**src/rtl/mem_access_pkg.sv**
```systemverilog
// mem_access_pkg: size and state encodings, default memory latency, alignment check.
package mem_access_pkg;
    localparam int MEM_LAT_DEF = 1;
    typedef enum logic [1:0] {
        SZ_WORD = 2'b00,
        SZ_HALF = 2'b01,
        SZ_BYTE = 2'b10,
        SZ_BAD  = 2'b11
    } size_t;
    typedef enum logic [2:0] {
        IDLE    = 3'd0,
        RD_WAIT = 3'd1,
        WR      = 3'd2,
        RESP    = 3'd3,
        ERR     = 3'd4
    } state_t;
    function automatic logic misaligned(input logic [1:0] sz, input logic [1:0] off);
        return (sz == SZ_BAD) || (sz == SZ_HALF && off[0]) || (sz == SZ_WORD && off != 2'b00);
    endfunction
endpackage

```
**src/rtl/mem_lane_align.sv**
```systemverilog
// mem_lane_align: little-endian lane extraction with sign extension, and store-lane merge.
module mem_lane_align
    import mem_access_pkg::*;
(
    input  logic [31:0] word,
    input  logic [1:0]  off,
    input  logic [1:0]  size,
    input  logic [31:0] wdata,
    output logic [31:0] load,
    output logic [31:0] merged
);
    logic [7:0]  b;
    logic [15:0] h;
    always_comb begin
        b = word[{off, 3'b000} +: 8];
        h = off[1] ? word[31:16] : word[15:0];
        load = size == SZ_BYTE ? {{24{b[7]}}, b} : size == SZ_HALF ? {{16{h[15]}}, h} : word;
        merged = word;
        if (size == SZ_BYTE)
            merged[{off, 3'b000} +: 8] = wdata[7:0];
        else if (size == SZ_HALF)
            merged[{off[1], 4'b0000} +: 16] = wdata[15:0];
    end
endmodule

```
**src/rtl/mem_access_unit.sv**
```systemverilog
// mem_access_unit: load/store sequencer with alignment checks and read-modify-write for sub-word stores.
module mem_access_unit
    import mem_access_pkg::*;
#(
    parameter int MEM_LAT = MEM_LAT_DEF
) (
    input  logic        clk,
    input  logic        reset,
    input  logic        req_read,
    input  logic        req_write,
    input  logic [1:0]  size,
    input  logic [31:0] addr,
    input  logic [31:0] wdata,
    output logic [31:0] rdata,
    output logic        done,
    output logic        addr_err,
    output logic        busy,
    output logic [31:0] mem_addr,
    output logic        mem_wr,
    output logic [31:0] mem_din,
    input  logic [31:0] mem_dout
);
    state_t      state, state_d;
    logic [2:0]  cnt, cnt_d;
    logic [1:0]  off_q, off_d, sz_q, sz_d;
    logic [31:0] wd_q, wd_d;
    logic        wr_q, wr_d;
    logic [31:0] rdata_d, mem_addr_d, mem_din_d;
    logic        done_d, err_d;
    logic [31:0] lane_load, lane_merged;

    mem_lane_align u_align (
        .word   (mem_dout),
        .off    (off_q),
        .size   (sz_q),
        .wdata  (wd_q),
        .load   (lane_load),
        .merged (lane_merged)
    );

    // Outputs are registered from the next-state view, so busy/mem_wr track the state
    // they describe while done/addr_err appear on the edge leaving RESP/ERR.
    always_comb begin
        state_d = state;
        cnt_d = cnt;
        off_d = off_q;
        sz_d = sz_q;
        wd_d = wd_q;
        wr_d = wr_q;
        rdata_d = rdata;
        mem_addr_d = mem_addr;
        mem_din_d = mem_din;
        done_d = 1'b0;
        err_d = 1'b0;
        unique case (state)
            IDLE: if (req_read || req_write) begin
                off_d = addr[1:0];
                sz_d = size;
                wd_d = wdata;
                wr_d = req_write;
                cnt_d = '0;
                mem_addr_d = {addr[31:2], 2'b00};
                mem_din_d = req_write ? wdata : mem_din;
                state_d = misaligned(size, addr[1:0]) ? ERR
                        : (req_write && size == SZ_WORD) ? WR : RD_WAIT;
            end
            RD_WAIT: if (cnt == 3'(MEM_LAT)) begin
                state_d = wr_q ? WR : RESP;
                mem_din_d = wr_q ? lane_merged : mem_din;
            end else begin
                cnt_d = cnt + 3'd1;
            end
            WR: state_d = RESP;
            RESP: begin
                state_d = IDLE;
                done_d = 1'b1;
                rdata_d = wr_q ? rdata : lane_load;
            end
            ERR: begin
                state_d = IDLE;
                err_d = 1'b1;
            end
            default: state_d = IDLE;
        endcase
    end

    always_ff @(posedge clk) begin
        if (reset) begin
            state <= IDLE;
            cnt <= '0;
            off_q <= '0;
            sz_q <= '0;
            wd_q <= '0;
            wr_q <= 1'b0;
            rdata <= '0;
            done <= 1'b0;
            addr_err <= 1'b0;
            busy <= 1'b0;
            mem_addr <= '0;
            mem_wr <= 1'b0;
            mem_din <= '0;
        end else begin
            state <= state_d;
            cnt <= cnt_d;
            off_q <= off_d;
            sz_q <= sz_d;
            wd_q <= wd_d;
            wr_q <= wr_d;
            rdata <= rdata_d;
            done <= done_d;
            addr_err <= err_d;
            busy <= state_d != IDLE;
            mem_addr <= mem_addr_d;
            mem_wr <= state_d == WR;
            mem_din <= mem_din_d;
        end
    end
endmodule
```
**config.mk**
```make
export PLATFORM = sky130hd
export DESIGN_NAME = mem_access_unit
export DESIGN_NICKNAME = d
export VERILOG_FILES = /design/src/rtl/mem_access_pkg.sv /design/src/rtl/mem_lane_align.sv /design/src/rtl/mem_access_unit.sv
export SDC_FILE = /design/constraint.sdc
export NUM_CORES = 1
export LEC_CHECK = 0
export ABC_AREA = 0
export CAP_MARGIN = 30
export CORE_MARGIN = 2
export CORE_UTILIZATION = 35
export DETAILED_ROUTE_END_ITERATION = 7
export GPL_ROUTABILITY_DRIVEN = 0
export HOLD_SLACK_MARGIN = 0.12
export REMOVE_ABC_BUFFERS = 1
export SETUP_SLACK_MARGIN = 0.1
export SLEW_MARGIN = 30
export SYNTH_ARGS = -nofsm -noshare
export SYNTH_HDL_FRONTEND = slang
export SYNTH_HIERARCHICAL = 1
export SYNTH_SLANG_ARGS = --single-unit
```
**constraint.sdc**
```tcl
create_clock -name clk -period 2.65 [get_ports clk]
set_input_delay 0.265 -clock clk [delete_from_list [all_inputs] [get_ports clk]]
set_output_delay 0.265 -clock clk [all_outputs]
set_load 0.02 [all_outputs]
```
==> metrics.cfg <==
[sta]
finalSetupViolCount=0
finalCritPeriodShare_pct=84.1
drv_slew=0
setup_tns_ps=0
tightest_slew_ps=687
fin_skew_ps=7.42
rsz0062_at_grt=false
hold_viol=0
period_minus_slack_ps=2230
slew_headroom_pct=54.1
fmax_ghz=0.449

[clocking]
root_buffer=clkbuf_16
numClockSinks=125
clk_path_buf_depth=2
path_clk_slew_ps=60
cts_buffers=17
h-tree-depth=4
postCtsSetupBuffers=0
insertion_delay_ps=420
cts-resized-gates=0
tritoncts=done
ctsHoldBuffers=0

[layout]
areaGrowthSynthToFinish_pct=40.5
final_common_cell=clkdlybuf4s50_1
fin_cells=1219
final_cell_mix=198 x clkdlybuf4s50_1, 194 x nand2_1, 125 x dfxtp_1
drive_above_1_share_pct=9.76
final_net_count=1082
design_area_um2=9290
utilization_pct=49.8

[critical_path]
cp_cell_sequence=inv_1 -> ha_1 -> o41ai_4 -> a22o_1 -> mux2i_1 -> a211oi_2
path_depth=6
worstPathMaxFanout=8
cp_slowest_cell=o41ai_4
crit_path_start=off_q[0]
cp.arrival_ps=2570
cp-end-kind=flip-flop
r2r_start=off_q[0]
startpoint_type=flip-flop
critical_path_class=reg2reg
worstPathBufferInverterCount=1
crit_family=compound AO/OA/AOI/OAI gates
required_ps=2990
cpPeakStageDelay_ps=690
reg2regPathDepth=6

[pwr]
p_switching_w=0.00192
power.density_nw_per_um2=667
comb_power_share_pct=27.9
power_leakage_nw=3.35
p_int_w=0.00427
switching_share_pct=31.0
pwr-share-seq_pct=35.2
vdd_drop_max_uv=457
clkPwrFrac_pct=36.9

[routing]
wl_per_cell_um=17.0
wirelength_mm=20.7
drc=0
vias_per_cell=5.22
drt_iter0_drc=522
drtAntennaViolNets=0
vias=6361
dr.pass1.iters=6

[min_path]
hold_class=in2reg
hold_depth=2
min-delay-start=reset

[global_routing]
grt_antenna_before_repair=1
grt_pass1_wl_mm=32.4
grt_pass1_vias=5934
grt-ovfl-total=0
grt_usage_pct=20.4
grt_max_degree=78

[placement]
dp_hpwl_mm=14.4
dp.cells=1188
port_buffers=199
post_dp_cell_area_um2=8720

[logic_synthesis]
syn-mean-instance-area_um2=8.19
postSynthCellCount=807
syn_area_um2=6610
yosysWarnings=6

[floorplan]
dieArea_um2=20000
io_pins=202
initial_core_util_pct=35.5
rows=50
die_y_um=141
die_w_um=141
coreArea_um2=18600

[flow_run]
cap_violations=0

[outcome]
outcome=completed

[power by group through the flow]
stage | clock network (W) | logic, W | registers [W]
after floorplan | 0 | 0.000804 | 0.00237
after global placement | 0 | 0.00172 | 0.00221
after detailed placement | 0 | 0.00172 | 0.00222
after CTS | 0.00234 | 0.00173 | 0.00218
after global routing | 0.00243 | 0.00187 | 0.00220
final | 0.00229 | 0.00173 | 0.00218
[flip-flops by register name (all words and copies together), names as in the netlist, 2 cells and up]
| signal | cells |
|---|---|
| state | 3 |
| mem_addr | 30 |
| wd_q | 16 |
| rdata | 32 |
| off_q | 2 |
| sz_q | 2 |
| mem_din | 32 |
| cnt | 3 |
[per-stage QoR]
step / total power (W) / hold WS (ps) / setup WS (ps)
after CTS: 0.00625 / 333 / 444
after global routing: 0.00650 / 361 / 267
after detailed placement: 0.00394 / 447 / 465
after floorplan: 0.00318 / 330 / -1890
after global placement: 0.00394 / 440 / 444
final: 0.00619 / 345 / 422
[final cells by class]
class / count / area (um2)
clock inverter: 7 / 88.8
sequential: 125 / 2500
timing repair buffer: 220 / 2180
inverter: 25 / 93.8
fill: 1848 / 9350
antenna: 1 / 2.50
tap: 234 / 293
clock buffer: 23 / 478
multi-input combinational: 584 / 3650
[per-layer routing]
metal / track usage (%) / routed length, um
met5: 0 / 0
met4: 5.89 / 254
met3: 7.59 / 1870
met2: 31.4 / 9210
met1: 26.8 / 9340
[worst paths after layout]
| path | to | slack [ps] |
|---|---|---|
| max | mem_din[7] | 420 |
| min reg2reg | rdata[22] | 450 |
| max reg2reg | mem_din[7] | 420 |
| min | rdata[0] | 340 |
Note: power is estimated with default switching activity, not from simulation.
